## src/rtl/fetch_pkg.sv

```systemverilog
// ============================================================================
// fetch_pkg: shared types, constants and address helpers for fetch_sequencer.
// Revision: 1.0
// ============================================================================
`default_nettype none

package fetch_pkg;

  localparam logic [63:0] BASE_ADDR_DEF  = 64'h0000_0000_0004_0000;
  localparam int          IMEM_DEPTH_DEF = 101;
  localparam int          LINE_W_DEF     = 7;
  localparam logic [63:0] PC_INCR        = 64'd4;

  typedef enum logic [2:0] {
    S_IDLE  = 3'd0,
    S_REQ   = 3'd1,
    S_WAIT  = 3'd2,
    S_HOLD  = 3'd3,
    S_DRAIN = 3'd4,
    S_HALT  = 3'd5
  } fetch_state_e;

  function automatic logic [63:0] line_of(input logic [63:0] pc,
                                          input logic [63:0] base);
    logic [63:0] off;
    off = pc - base;
    return off >> 2;
  endfunction

  // Lower bound is checked explicitly so a PC below base cannot alias into range.
  function automatic logic in_range(input logic [63:0] pc,
                                    input logic [63:0] base,
                                    input int          depth);
    logic [63:0] off;
    off = pc - base;
    return (pc >= base) && (pc[1:0] == 2'b00) && ((off >> 2) < 64'(depth));
  endfunction

endpackage

`default_nettype wire

```

## src/rtl/fetch_sequencer_branch_resolve.sv

```systemverilog
// ============================================================================
// branch_resolve: combinational BranchEqual/BranchNotEqual decision and target.
// Revision: 1.0
// ============================================================================
`default_nettype none

module branch_resolve (
  input  logic        br_valid_i,
  input  logic        br_eq_i,
  input  logic        br_ne_i,
  input  logic        zero_flag_i,
  input  logic [63:0] br_pc_i,
  input  logic [63:0] immediate_i,
  output logic        taken_o,
  output logic [63:0] target_o
);

  assign taken_o  = br_valid_i & ((br_eq_i & zero_flag_i) | (br_ne_i & ~zero_flag_i));
  assign target_o = br_pc_i + immediate_i;

endmodule

`default_nettype wire

```

## src/rtl/fetch_sequencer.sv

```systemverilog
// ============================================================================
// fetch_sequencer: PC owner, imem req/ack fetch and branch redirect controller.
// Optional FETCH_PERF_CNT_EN adds fetched/flushed performance counters.
// Revision: 1.0
// ============================================================================
`default_nettype none

module fetch_sequencer
  import fetch_pkg::*;
#(
  parameter logic [63:0] BASE_ADDR  = BASE_ADDR_DEF,
  parameter int          IMEM_DEPTH = IMEM_DEPTH_DEF,
  parameter int          LINE_W     = LINE_W_DEF
) (
  input  logic              clk,
  input  logic              rst_n,
  output logic              imem_req_o,
  output logic [LINE_W-1:0] imem_line_o,
  input  logic              imem_ack_i,
  input  logic [31:0]       imem_rdata_i,
  output logic              instr_valid_o,
  input  logic              instr_ready_i,
  output logic [31:0]       instr_out_o,
  output logic [63:0]       instr_pc_o,
  input  logic              br_valid_i,
  input  logic              br_eq_i,
  input  logic              br_ne_i,
  input  logic              zero_flag_i,
  input  logic [63:0]       br_pc_i,
  input  logic [63:0]       immediate_i,
  output logic              fetch_fault_o
`ifdef FETCH_PERF_CNT_EN
  ,
  output logic [31:0]       perf_fetched_o,
  output logic [31:0]       perf_flushed_o
`endif
);

  fetch_state_e      state_q, state_d;
  logic [63:0]       pc_q, pc_d;
  logic              req_q, req_d;
  logic [LINE_W-1:0] line_q, line_d;
  logic [31:0]       instr_q, instr_d;
  logic [63:0]       ipc_q, ipc_d;

  logic              w_taken;
  logic [63:0]       w_target;
  logic              w_pc_ok;
  logic              w_xfer;

  branch_resolve u_branch_resolve (
    .br_valid_i  (br_valid_i),
    .br_eq_i     (br_eq_i),
    .br_ne_i     (br_ne_i),
    .zero_flag_i (zero_flag_i),
    .br_pc_i     (br_pc_i),
    .immediate_i (immediate_i),
    .taken_o     (w_taken),
    .target_o    (w_target)
  );

  assign w_pc_ok = in_range(pc_q, BASE_ADDR, IMEM_DEPTH);
  assign w_xfer  = instr_valid_o & instr_ready_i;

  always_comb begin
    state_d = state_q;
    pc_d    = pc_q;
    req_d   = req_q;
    line_d  = line_q;
    instr_d = instr_q;
    ipc_d   = ipc_q;

    unique case (state_q)
      S_IDLE: state_d = S_REQ;
      S_REQ: begin
        if (w_pc_ok) begin
          req_d   = 1'b1;
          line_d  = LINE_W'(line_of(pc_q, BASE_ADDR));
          state_d = S_WAIT;
        end else begin
          state_d = S_HALT;
        end
      end
      S_WAIT: begin
        if (imem_ack_i) begin
          req_d   = 1'b0;
          instr_d = imem_rdata_i;
          ipc_d   = pc_q;
          state_d = S_HOLD;
        end
      end
      S_HOLD: begin
        if (instr_ready_i) begin
          pc_d    = pc_q + PC_INCR;
          state_d = S_REQ;
        end
      end
      S_DRAIN: begin
        if (imem_ack_i) begin
          req_d   = 1'b0;
          state_d = S_REQ;
        end
      end
      S_HALT: state_d = S_HALT;
      default: begin
        req_d   = 1'b0;
        state_d = S_IDLE;
      end
    endcase

    // A taken redirect overrides the sequential result; an outstanding
    // request must still complete, so WAIT without ack parks in DRAIN.
    if (w_taken) begin
      pc_d = w_target;
      unique case (state_q)
        S_WAIT: begin
          instr_d = instr_q;
          ipc_d   = ipc_q;
          state_d = imem_ack_i ? S_REQ : S_DRAIN;
        end
        S_DRAIN: begin
        end
        default: begin
          req_d   = 1'b0;
          line_d  = line_q;
          state_d = S_REQ;
        end
      endcase
    end
  end

  always_ff @(posedge clk or negedge rst_n) begin
    if (!rst_n) begin
      state_q <= S_IDLE;
      pc_q    <= BASE_ADDR;
      req_q   <= 1'b0;
      line_q  <= '0;
      instr_q <= '0;
      ipc_q   <= BASE_ADDR;
    end else begin
      state_q <= state_d;
      pc_q    <= pc_d;
      req_q   <= req_d;
      line_q  <= line_d;
      instr_q <= instr_d;
      ipc_q   <= ipc_d;
    end
  end

  assign imem_req_o    = req_q;
  assign imem_line_o   = line_q;
  assign instr_valid_o = (state_q == S_HOLD);
  assign instr_out_o   = instr_q;
  assign instr_pc_o    = ipc_q;
  assign fetch_fault_o = (state_q == S_HALT);

`ifdef FETCH_PERF_CNT_EN
  logic [31:0] fetched_q, flushed_q;

  always_ff @(posedge clk or negedge rst_n) begin
    if (!rst_n) begin
      fetched_q <= '0;
      flushed_q <= '0;
    end else begin
      if (w_xfer)  fetched_q <= fetched_q + 32'd1;
      if (w_taken) flushed_q <= flushed_q + 32'd1;
    end
  end

  assign perf_fetched_o = fetched_q;
  assign perf_flushed_o = flushed_q;
`else
  logic w_unused;
  assign w_unused = w_xfer;
`endif

endmodule

`default_nettype wire

```

## config.mk

```make
export PLATFORM = sky130hd
export DESIGN_NAME = fetch_sequencer
export DESIGN_NICKNAME = d
export VERILOG_FILES = /design/src/rtl/fetch_pkg.sv /design/src/rtl/fetch_sequencer_branch_resolve.sv /design/src/rtl/fetch_sequencer.sv
export SDC_FILE = /design/constraint.sdc
export NUM_CORES = 1
export LEC_CHECK = 0
export ABC_AREA = 1
export CAP_MARGIN = 20
export CORE_UTILIZATION = 54
export CTS_CLUSTER_DIAMETER = 150
export DETAILED_ROUTE_END_ITERATION = 10
export HOLD_SLACK_MARGIN = 0.05
export PLACE_DENSITY = 0.89
export SYNTH_ARGS = -nofsm -noshare
export SYNTH_HDL_FRONTEND = slang
export SYNTH_SLANG_ARGS = --single-unit
```

## constraint.sdc

```tcl
create_clock -name clk -period 2.4 [get_ports clk]
set_input_delay 0.48 -clock clk [delete_from_list [all_inputs] [get_ports clk]]
set_output_delay 0.48 -clock clk [all_outputs]
set_load 0.005 [all_outputs]
```

==> key figures, run 1 <==
Outcome
  • Status: did not finish
  • Failed at: global routing (5_1_grt)
  • First Err: [ERROR GRT-0232] Routing congestion too high. Check the congestion heatmap in the GUI.

GRT
  • Largest net degree at the start of global routing: 80
  • GRT Total Usage: 79.58%
  • Overall overflow remaining after global route: 72

Logic synthesis
  • Post-synth cell types: 51
  • Synthesized area: 0.01479 mm^2
  • Synth area leader: dfrtp_1
  • Net Count, Synth: 2527
  • Main flop type after synthesis: dfrtp_1
  • Post-synth EDFFs: 0
  • Top cell type's share of synthesized area: 28.60%
  • FFs w/ async S/R, synth: 100.0%
  • Largest cells by area after synthesis: dfrtp_1 29%, nand2_1 14%, nor2_1 8.6%
  • Mapped Avg Cell Area: 6.453 um^2
  • Commonest cells in the netlist: 532 x nand2_1, 338 x nor2_1, 265 x inv_1
  • Cells after Synth: 2292
  • Seq/Total Area, Yosys: 28.95%
  • Register bit total from synthesis: 171
  • Synth Warn #: 0
  • Count leader, synth: nand2_1

Clocking
  • Root buf cell: clkbuf_16
  • CTS buffer count: 17
  • CTS H-tree depth: 4
  • Max Buffers Root-to-Sink: 2
  • CTS Sinks: 171

Place
  • DPL Wire Length: 52270 um
  • GP Congestion: 1.114
  • Placed cell areas: 0.02097 mm^2
  • Port bufs: 273

Die
  • IO Count: 274
  • # rows: 60
  • Die H: 167.5 um
  • Starting Density: 55.03%
  • Die width: 167.5 um

STA
  • Crit. endpoint post-GRT repair: imem_line_o[3]$_DFFE_PN0P_/D
  • WEP type: register input
-- metrics by stage --
| stage | instances | util (%) | setup slack [ns] |
|---|---|---|---|
| 2_1_floorplan | 2292 | - | 0.1499 |
| 3_3_place_gp | 3268 | 78.01 | -0.6042 |
| 3_5_place_dp | 3268 | 78.01 | -0.7255 |
| 4_1_cts | 3312 | 81.95 | -0.07546 |
-- kinds of logic after synthesis --
group | synth area share, %
simple gates | 34.67
compound gates | 16.30
buf+inv | 8.579
flops | 28.95
fa+ha+maj | 5.719
xor+xnor | 2.961
mux | 2.817
-- per-layer routing --
layer,GRT overflow,track usage (%)
met2,45,94.15
met3,0,66.15
met5,0,37.91
met1,4,79.72
met4,23,79.38
-- timing repair --
action                     4_1_cts
setup buffers                   11
setup endpoints to repair       55
hold endpoints to repair        47
gates resized for setup        120
hold buffers                     1
pin swaps                       35
==> run 2, diff against run 1 <==
CORE_UTILIZATION = 40   (was 54)
CTS_CLUSTER_DIAMETER = not set   (was 150)
HOLD_SLACK_MARGIN = not set   (was 0.05)
PLACE_DENSITY = not set   (was 0.89)
PLACE_DENSITY_LB_ADDON = 0.15   (was not set)
==> key figures, run 2 <==
Outcome
  • Status: finished with violations
  • Failing checks: DRC, setup timing

Pwr
  • PwrDens: 489.4 mW/mm^2
  • Psw: 4.851 mW
  • Sw Share: 40.06%
  • Leakage Power: 11.31 nW
  • Clock Power Share: 23.1%
  • Share of total power in sequential cells: 30.2%
  • Combinational power share: 46.6%
  • Worst VDD drop: 0.4475 mV
  • Int Power: 7.257 mW

Clocking
  • Clk slew on worst S/H paths: 0.07 ns
  • CTS buffer count: 17 (unchanged)
  • Max Buffers Root-to-Sink: 2 (unchanged)
  • Clk Latency, worst-skew pair: 0.46 ns
  • CTS Sinks: 171 (unchanged)
  • CTS tree: built
  • Root buf cell: clkbuf_16
  • CTS H-tree depth: 4 (unchanged)

Layout
  • Fraction of layout instances using a drive strength above 1: 35.26%
  • Commonest non-fill, non-tap cell in the layout: buf_4
  • Antenna diode count: 0
  • Layout Nets: 3279
  • Most frequent cells in the layout: 495 x buf_4, 463 x nand2_1, 245 x inv_1
  • Final Util: 67.74%
  • Final cell count without fillers: 3525
  • Area grow syn2layout: 67.28%
  • Fin area: 0.02474 mm^2

STA
  • Setup violators final: 15
  • RSZ-0062 raised after global routing: true
  • Worst-margin pin slew: 0.4842 ns
  • Part of the cycle the worst path needs: 104.7%
  • Worst hold slack: 0.4692 ns
  • Slew margin rel.: 67.69%
  • Final Max Tran Viols: 0
  • Worst Skew: 0.01312 ns
  • Fmax: 0.3980 GHz
  • Setup ws final: -0.1127 ns
  • Final hold violations: 0
  • Final min period: 2.513 ns

Logic synthesis
  • Post-synth cell types: 51 (unchanged)
  • Cells after Synth: 2292 (unchanged)
  • Synth area leader: dfrtp_1
  • Largest cells by area after synthesis: dfrtp_1 29%, nand2_1 14%, nor2_1 8.6%
  • Mapped Avg Cell Area: 6.453 um^2 (unchanged)
  • Main flop type after synthesis: dfrtp_1
  • Synthesized area: 0.01479 mm^2 (unchanged)
  • Seq/Total Area, Yosys: 28.95% (unchanged)
  • FFs w/ async S/R, synth: 100.0% (unchanged)
  • Net Count, Synth: 2527 (unchanged)
  • Post-synth EDFFs: 0 (unchanged)
  • Synth Warn #: 0 (unchanged)
  • Register bit total from synthesis: 171 (unchanged)
  • Count leader, synth: nand2_1
  • Top cell type's share of synthesized area: 28.60% (unchanged)
  • Commonest cells in the netlist: 532 x nand2_1, 338 x nor2_1, 265 x inv_1

Drt
  • Remaining DRCs: 1
  • Antenna-violating nets left: 0
  • Routed len/inst: 19.92 um
  • Via density: 5.458
  • Via count: 19240
  • Initial DRC count: 1530
  • First drt pass iteration count: 9
  • Total Wirelength: 70220 um

Hold path
  • Hold Path Class: input port to flip-flop

Die
  • Die width: 194.3 um (+16%)
  • Starting Density: 40.49% (-15 points)
  • Die H: 194.3 um (+16%)
  • Core Area: 0.03652 mm^2
  • IO Count: 274 (unchanged)
  • # rows: 70 (+17%)
  • Die Area: 0.03775 mm^2

GRT
  • Wire length of the first global-routing pass: 101000 um
  • Vias in the first global route: 18190
  • Antenna violations before repair: 1
  • Overall overflow remaining after global route: 0
  • Largest net degree at the start of global routing: 52
  • GRT Total Usage: 35.10%

Setup path
  • Worst EP arrival: 2.89 ns
  • Critical Path Start Type: input port
  • CP Capture Type: flip-flop
  • Delay of the slowest cell on the worst path: 0.48 ns
  • Worst path cell trace: clkdlybuf4s50_1 > ha_4 > nand2_1 > buf_4 > o21ai_1 > a21o_1 > nand2_1 > nand2_1 > a21oi_1 > nand2_2 > xor2_1 > buf_4 > nand2_1 > a21oi_1
  • CP Class: input port to flip-flop
  • CP max-delay cell: clkdlybuf4s50_1
  • Crit path top cell by count: nand2_1
  • Data required, critical path: 2.78 ns
  • CP max FO: 3

Place
  • DP Worst Slack: -0.8261 ns (-0.1006 ns)
  • GP Congestion: 1.035 (-7.1%)
  • Port bufs: 273 (unchanged)
  • Inst Count DP: 3462 (+5.9%)
  • DPL Wire Length: 55950 um (+7.1%)
  • Placed cell areas: 0.02164 mm^2 (+3.2%)

Run
  • MaxCap Viol Count: 0
## run 2: cell counts after synthesis
No cell type changed its count.
## run 2: worst max-delay path: cells and delay by family
family / cells / cell delay, ns
XOR/XNOR: 1 / 0.15
buffers and inverters: 3 / 0.80
AO/OA/AOI/OAI: 4 / 0.67
AND/OR/NAND/NOR: 5 / 0.48
adder cells (fa/ha/maj): 1 / 0.32
## run 2: power by group through the flow
stage | clock network [mW] | logic [mW] | registers, mW
3_5_place_dp | 0 | 4.78 | 3.64
5_1_grt | 2.95 | 6.04 | 3.69
6_report | 2.80 | 5.65 | 3.66
3_3_place_gp | 0 | 4.73 | 3.62
4_1_cts | 2.84 | 4.98 | 3.60
2_1_floorplan | 0 | 2.16 | 3.50
## run 2: final cells by class
class                      instances  area (um^2)
multi-input combinational       1793        11360
fill                            3081        11780
tap                              468        585.6
clock inverter                    13        143.9
sequential                       171         4310
clock buffer                      19        432.9
inverter                         275         1032
timing repair buffer             786         6877
## run 2: cells by family after synthesis
logic type / count (synthesis) / share of synthesized area [%]
AO/OA/AOI/OAI: 449 / 16.30
XOR/XNOR: 50 / 2.961
adder cells (fa/ha/maj): 67 / 5.719
buffers and inverters: 328 / 8.579
flip-flops: 171 / 28.95
multiplexers: 37 / 2.817
AND/OR/NAND/NOR: 1190 / 34.67
## run 2: per-stage QoR
step           power, mW  TNS (ns)
2_1_floorplan      5.656         0
3_3_place_gp       8.350    -30.66
3_5_place_dp       8.417    -33.92
4_1_cts            11.42  -0.08111
5_1_grt            12.68    -3.436
6_report           12.11   -0.6869
## run 2: layer usage
metal / vias up / share of wire, % / wire length, um / global-route usage (%)
met1: 9035 / 41 / 28760 / 44.24
met4: 2 / 6.5 / 4556 / 18.05
met2: 894 / 46 / 32380 / 59.15
met5: - / 0.019 / 13 / 0
li1: 9097 / - / - / -
met3: 211 / 6.4 / 4512 / 4.053
## run 2: worst paths after layout
path,start,to,slack [ns],cells after the start
hold / removal,br_pc_i[0],pc_q[0],0.47,4
max in group asynchronous,rst_n,pc_q[31],1.17,3
setup reg to reg,pc_q[23],imem_line_o[3],-0.03,14
setup / recovery,br_pc_i[30],pc_q[39],-0.11,14
hold reg to reg,instr_pc_o[38],instr_pc_o[38],0.48,2
min in group asynchronous,rst_n,instr_out_o[14],0.52,2
## run 2: repair_timing
item,CTS,global route
setup endpoints to repair,59,60
hold buffers,1,0
hold endpoints to repair,36,0
gates resized for setup,164,474
setup buffers,8,23
pin swaps,26,122
No activity file was read; power rests on OpenSTA's default activity.
